### config.mk
export PLATFORM = sky130hd
export DESIGN_NAME = mod_counter_ud
export DESIGN_NICKNAME = d
export VERILOG_FILES = /design/src/rtl/mod_counter_ud.sv
export SDC_FILE = /design/constraint.sdc
export NUM_CORES = 1
export LEC_CHECK = 0
export CORE_MARGIN = 10
export CORE_UTILIZATION = 55
export DETAILED_ROUTE_END_ITERATION = 7
export DONT_BUFFER_PORTS = 1
export HOLD_SLACK_MARGIN = 0.02
export PLACE_DENSITY = 0.7
export RECOVER_POWER = 100
export SETUP_SLACK_MARGIN = 0.5
export SLEW_MARGIN = 20
export SYNTH_ARGS = -nofsm -noshare
export SYNTH_HDL_FRONTEND = slang
export SYNTH_SLANG_ARGS = --single-unit
### constraint.sdc
create_clock -name clk -period 15.75 [get_ports clk]
set_clock_uncertainty 0.2 [all_clocks]
set_input_delay 2.3625 -clock clk [delete_from_list [all_inputs] [get_ports clk]]
set_output_delay 2.3625 -clock clk [all_outputs]
set_load 0.02 [all_outputs]
### src/rtl/mod_counter_ud.sv
// Modulo up/down counter with synchronous load, carry/borrow pulses and registered BCD digits.
// One instance per clock field; cascade by feeding cout (or bout) into the next stage's cin.
module mod_counter_ud #(
  parameter int unsigned COUNT_MAX = 60,
  parameter int unsigned MIN_VAL   = 0,
  parameter int unsigned WIDTH     = 8
) (
  input  logic             clk,
  input  logic             reset,
  input  logic             cin,
  input  logic             up,
  input  logic             load,
  input  logic [WIDTH-1:0] load_val,
  output logic [WIDTH-1:0] count,
  output logic [3:0]       bcd_tens,
  output logic [3:0]       bcd_ones,
  output logic             cout,
  output logic             bout,
  output logic             load_err
);

  localparam logic [WIDTH-1:0] MaxVal = WIDTH'(COUNT_MAX - 1);
  localparam logic [WIDTH-1:0] MinVal = WIDTH'(MIN_VAL);
  localparam bit               BcdEn  = (COUNT_MAX <= 100);

  // Tens/ones for 0-99 by repeated compare-and-subtract of ten.
  function automatic logic [7:0] to_bcd(input logic [WIDTH-1:0] v);
    logic [31:0] r;
    logic [3:0]  t;
    r = 32'(v);
    t = 4'd0;
    for (int i = 0; i < 9; i++) begin
      if (r >= 32'd10) begin
        r = r - 32'd10;
        t = t + 4'd1;
      end
    end
    return {t, r[3:0]};
  endfunction

  logic [WIDTH-1:0] count_q, count_d;
  logic [7:0]       bcd_q, bcd_d;
  logic             cout_q, cout_d;
  logic             bout_q, bout_d;
  logic             err_q, err_d;
  logic             below_min;

  // A zero lower bound can never be undershot; skip the always-false compare.
  if (MIN_VAL == 0) begin : g_no_min
    assign below_min = 1'b0;
  end else begin : g_min
    assign below_min = (load_val < MinVal);
  end

  always_comb begin
    count_d = count_q;
    cout_d  = 1'b0;
    bout_d  = 1'b0;
    err_d   = 1'b0;
    if (load) begin
      // Any cin tick in a load cycle is dropped.
      if (below_min || (load_val > MaxVal)) begin
        count_d = MinVal;
        err_d   = 1'b1;
      end else begin
        count_d = load_val;
      end
    end else if (cin) begin
      if (up) begin
        if (count_q < MaxVal) begin
          count_d = count_q + WIDTH'(1);
        end else begin
          count_d = MinVal;
          cout_d  = 1'b1;
        end
      end else begin
        if (count_q > MinVal) begin
          count_d = count_q - WIDTH'(1);
        end else begin
          count_d = MaxVal;
          bout_d  = 1'b1;
        end
      end
    end
    bcd_d = BcdEn ? to_bcd(count_d) : 8'h00;
  end

  always_ff @(posedge clk) begin
    if (reset) begin
      count_q <= MinVal;
      bcd_q   <= BcdEn ? to_bcd(MinVal) : 8'h00;
      cout_q  <= 1'b0;
      bout_q  <= 1'b0;
      err_q   <= 1'b0;
    end else begin
      count_q <= count_d;
      bcd_q   <= bcd_d;
      cout_q  <= cout_d;
      bout_q  <= bout_d;
      err_q   <= err_d;
    end
  end

  assign count    = count_q;
  assign bcd_tens = bcd_q[7:4];
  assign bcd_ones = bcd_q[3:0];
  assign cout     = cout_q;
  assign bout     = bout_q;
  assign load_err = err_q;

endmodule

=== Word-level counts from Yosys, hierarchy flattened ===
Cells that the tools add are included.

* Bits in latches: 0
* Output and inout bits: 19
* Word-level logic and storage cells: 69
* Input bits: 13
* Register bits after elaboration: 19
* Bits in read-only memories: 0
* Memory bits (writable): 0
* Memories kept: 0

* Reduce and logical (&&, ||, !) cells: 3
* Div/mod/pow operators: 0
* $add $sub $neg: 19
* $mul: 0
* Eq/ne operators: 0
* Bitwise logic cells: 3
* Muxes and demuxes: 27
* Shift operators: 0
* Order comparisons: 12

{| class="wikitable"
|+ Operator list
! operator !! number
|-
| $ge A32 B4 Y1 const B || 8
|-
| $mux W32 || 8
|-
| $sub A32 B4 Y32 const B || 7
|-
| $mux W8 || 6
|-
| $mux W4 || 9
|-
| $add A4 B1 Y4 const B || 8
|-
| $sub A8 B4 Y9 const B || 1
|-
| $add A8 B1 Y8 const B || 1
|-
| $ge A8 B4 Y1 const B || 1
|-
| $gt A8 B1 Y1 const B || 1
|-
| $gt A8 B6 Y1 const B || 1
|-
| $lt A8 B6 Y1 const B || 1
|-
| $reduce_or A4 Y1 || 2
|-
| $sub A8 B1 Y8 const B || 1
|-
| $mux W1 || 4
|-
| $sub A4 B4 Y4 const B || 1
|-
| $not A1 Y1 || 3
|-
| $reduce_or A2 Y1 || 1
|}

=== Longest topological paths before layout ===
* Word-level depth: 23
* Gate-level depth with buffers: 78
* Mapped depth without buffers: 62

=== Worst setup path after synthesis ===
No wires, ideal clock.

* Path kind: input-to-reg
* Start point: input cin
* End point: register bcd_q[7]
* Arrival: 16682 ps
* Path buffers: 14
* Required time: 15480 ps
* Slack: -1202 ps
* Setup time: 70 ps
* Cell stages on the path: 72
* Cells stage by stage: clkbuf_1 -> buf_2 -> nor2_1 -> a32o_1 -> a211oi_2 -> ha_1 -> buf_1 -> inv_1 -> and3_1 -> a31oi_1 -> a41oi_2 -> a21o_1 -> nor3_1 -> nand2_1 -> inv_1 -> ha_1 -> inv_1 -> a41o_2 -> [36 not listed] -> a211oi_1 -> xnor2_1 -> nand4_1 -> nor4_4 -> and2_1 -> buf_4 -> xnor2_1 -> inv_1 -> ha_1 -> a211oi_1 -> a21o_1 -> a2111o_1 -> or3_1 -> a2111o_1 -> a2111oi_4 -> a21oi_2 -> or3_1 -> a21oi_1

* Cells in the longest elaborated chain, start to end: 20
* Elaborated cells on any way between the ends: 44
* Classes of those cells: add/sub: 16; order compare: 9; mux: 19

{| class="wikitable"
|+ RTL lines
! what !! line !! text
|-
| start: declaration || 10 || <nowiki>input logic cin,</nowiki>
|-
| $mux W8 * || 68 || <nowiki>end else if (cin) begin</nowiki>
|-
| $mux W8 * || 60 || <nowiki>if (load) begin</nowiki>
|-
| $sub A8 B4 Y9 / $ge A8 B4 Y1 (equally long branches) || 34, 33 ||
|-
| $mux W32 / $mux W1 (equally long branches) || 33 || <nowiki>if (r >= 32'd10) begin</nowiki>
|-
| $sub A32 B4 Y32 (tied with other cells) || 34 || <nowiki>r = r - 32'd10;</nowiki>
|-
| $mux W32 / $mux W4 (equally long branches) || 33 ||
|-
| $sub A32 B4 Y32 (tied with other cells) || 34 ||
|-
| $mux W32 / $mux W4 (equally long branches) || 33 ||
|-
| [4 not listed] || n/a ||
|-
| $sub A32 B4 Y32 (tied with other cells) || 34 ||
|-
| $mux W32 / $mux W4 (equally long branches) || 33 ||
|-
| $sub A32 B4 Y32 (tied with other cells) || 34 ||
|-
| $mux W32 / $mux W4 (equally long branches) || 33 ||
|-
| $sub A32 B4 Y32 (tied with other cells) || 34 ||
|-
| $mux W32 / $mux W4 (equally long branches) || 33 ||
|-
| $ge A32 B4 Y1 / $add A4 B1 Y4 (equally long branches) || 33, 35 ||
|-
| $mux W4 * || 33 ||
|-
| end signal: assignment || 91 || <nowiki>bcd_q <= BcdEn ? to_bcd(MinVal) : 8'h00;</nowiki>
|-
| end: declaration || 42 || <nowiki>logic [7:0] bcd_q, bcd_d;</nowiki>
|}

Mark *: on every way between the ends. The rest lies on a longest branch, timed or not.
A chain may end at the register's enable or synchronous reset.

=== Worst setup path in the final report ===
* Start point: input cin
* End point: register bcd_q[2]

* Cells in the longest elaborated chain, start to end: 20
* Elaborated cells on any way between the ends: 29
* Classes of those cells: add/sub: 9; order compare: 9; mux: 11

{| class="wikitable"
|+ RTL lines
! what !! line
|-
| $mux W8 * || 68
|-
| $mux W8 * || 60
|-
| $sub A8 B4 Y9 / $ge A8 B4 Y1 (equally long branches) || 34, 33
|-
| $mux W32 * || 33
|-
| $sub A32 B4 Y32 / $ge A32 B4 Y1 (equally long branches) || 34, 33
|-
| $mux W32 * || 33
|-
| $sub A32 B4 Y32 / $ge A32 B4 Y1 (equally long branches) || 34, 33
|-
| $mux W32 * || 33
|-
| [4 not listed] || n/a
|-
| $sub A32 B4 Y32 / $ge A32 B4 Y1 (equally long branches) || 34, 33
|-
| $mux W32 * || 33
|-
| $sub A32 B4 Y32 / $ge A32 B4 Y1 (equally long branches) || 34, 33
|-
| $mux W32 * || 33
|-
| $sub A32 B4 Y32 / $ge A32 B4 Y1 (equally long branches) || 34, 33
|-
| $mux W32 * || 33
|-
| $ge A32 B4 Y1 / $sub A4 B4 Y4 (equally long branches) || 33, 34
|-
| $mux W4 * || 33
|}

Marked as above.

==> reports/qor.csv <==
metric,value,unit
ys flop type,dfxtp_1,
Tmin final,15160,ps
number of detailed-route iterations in the first pass,8,
worst reg2reg setup slack,1380,ps
pre-CTS setup slack,-851,ps
antenna violations before repair,0,
wire per inst,21.6,um
largest net degree at the start of global routing,31,
Nets,1440,
Yosys cell types,128,
syn_area_per_cell,6.88,um2
CTS H-tree lvls,1,
Final Instance Count excl. Fillers,1605,
CP max stage delay,570,ps
first-pass GRT wire length,52600,um
clock-pin slew on the worst setup and hold paths,50,ps
share of cells above drive strength 1,24.5,%
gr ovfl total,0,
DP Cell Count,1516,
CTS tree,yes,
Yosys warning total,0,
Via density,7.00,
DRC Markers,0,
vias,11200,
worst hold path depth,2,
RSZ-0062 raised after global routing,false,
HP Class,reg -> reg,
fillcell total,1430,
period utilization,96.3,%
clk sink count,18,
Synth area leader,xnor2_1,
cell mode on critical path,buf_4,
Synth Register Bits,18,
die area,0.0220,mm2
"leading cell types in the layout, fill and taps excluded","126 x buf_4, 124 x nor2_1, 122 x nand2_1",
critical path endpoint category,flip-flop,
CTS Hold Bufs,0,
CP required,15730,ps
CP arrival,15140,ps
maxcap violations,0,
Num CTS Buffers,3,
"EDFF count, synth",0,
Synth Instances,1318,
I/O Buffers,0,
reg2reg end,bcd_q[2],
CP max-delay cell,or4_4,
Worst-Margin Slew,917,ps
register area,360,um2
floorplan core area,0.0160,mm2
Final ANT Viol Nets,0,
Die H,148,um
final hold vios,0,
synthesized area,0.00907,mm2
Setup WS post-layout,590,ps
hold path endpoint,count[7],
Max Fclk,66.0,MHz
"commonest non-fill, non-tap cell in the layout",buf_4,
"Clk Latency, worst-skew pair",240,ps
multi-input logic area,0.00910,mm2
cell row count,46,
ANT cells,0,
synth top area cells,"xnor2_1 6.5%, nand2_1 5.4%, nor2_1 5.4%",
Initial Util,56.7,%
critical path launch point,cin,
"Max FO, Critical Path",17,
DRT iter0 DRCs,1309,
DP Wirelength,25900,um
# IOs,32,
Total GRT Usage,28.2,%
hold path startpoint,count[7],
Worst setup SP type,input port,
vias in the first global route,9727,
Worst Setup Path Type,in -> reg,
worst reg2reg path startpoint,count[0],
Routed Wire Length,34700,um
"Seq/Total Area, Yosys",3.97,%
Worst slew margin,38.8,%
post-synth top area share,6.47,%
outcome,finished clean,
worst reg2reg path depth,56,
Root Buffer,clkbuf_16,
fin. max-slew vios,0,
Routability Congestion,0.979,
Layout area overhead,20.9,%
"FFs w/ async S/R, synth",0,%
Syn Nets,1368,
largest buffer count on any clock path,2,
Die Wd,148,um
Finish-stage setup viols,0,
critical path: cells and delay by family:
kind | cells | cell delay, ps
AOI/OAI and AO/OA | 18 | 4860
xor gates and xnor gates | 1 | 110
and+or+nand+nor | 23 | 5300
buffers and inverters | 7 | 1050
adders and majority gates | 4 | 840
muxes | 2 | 570
worst max path at each step:
stage | endpoint | slack [ps] | cells after the start
2_1_floorplan | bcd_q[7] | 510 | 68
3_3_place_gp | bcd_q[7] | -730 | 51
3_5_place_dp | bcd_q[7] | -850 | 53
4_1_cts | bcd_q[7] | 540 | 58
5_1_grt | bcd_q[2] | 230 | 54
6_report | bcd_q[2] | 590 | 55
synth_stat cells, types with 11 or more instances:
cell,instances
or3_1,23
nand4_1,29
and3_1,18
o22ai_1,12
or4_1,11
o21a_1,16
a211o_1,13
a31oi_1,28
nor2_1,130
clkbuf_1,25
and2_1,30
buf_2,22
o211ai_1,20
inv_1,37
xnor2_1,67
a21o_1,17
ha_1,37
o21ai_0,53
a21oi_1,65
a211oi_1,26
nand2b_1,11
nor3_1,57
o21ai_1,21
nand3_1,53
nand2_1,130
nor4_1,22
xor2_1,24
dfxtp_1,18
registers in the layout, summed over array words and instances, names as in the netlist:
register  flops
load_err      1
cout          1
count         8
bout          1
bcd_q         7
what timing repair did:
action | 4_1_cts | 5_1_grt
setup buffers | 17 | 65
pin swaps | 10 | 66
gates cloned | 0 | 3
endpoints found under the setup margin | 7 | 7
resized for setup | 22 | 68
logic make-up after synthesis:
logic type | share of synthesized area [%]
xor+xnor | 9.33
fa+ha+maj | 5.10
flops | 3.97
mux | 2.51
simple gates | 36.2
buf+inv | 5.39
compound gates | 37.5
cell type report:
class	count	share of cell area [%]
Timing Repair Buffer	129	9.02
Multi-Input combinational cell	1198	83.0
Sequential cell	18	3.29
Clock buffer	4	0.810
Inverter	40	1.40
Tap cell	216	2.46
per-layer routing:
layer | vias up | wire length (um) | track usage, %
met5 | - | 0 | 0
met4 | 0 | 846 | 6.64
met3 | 87 | 3530 | 4.92
met2 | 671 | 15700 | 43.9
met1 | 5256 | 14600 | 39.1
li1 | 5223 | - | -
stage by stage:
stage | hold WS (ps) | util, % | setup TNS [ps] | instance area (um2)
floorplan | 590 | - | 0 | 9600
global placement | 558 | 60.9 | -3960 | 9750
detailed placement | 546 | 60.9 | -4720 | 9750
CTS | 553 | 63.0 | 0 | 10100
global route | 629 | 68.5 | 0 | 11000
finish | 556 | 68.5 | 0 | 11000
Power is not shown: default switching activity piles up to over one toggle a cycle in this logic, so the estimate is an artifact.
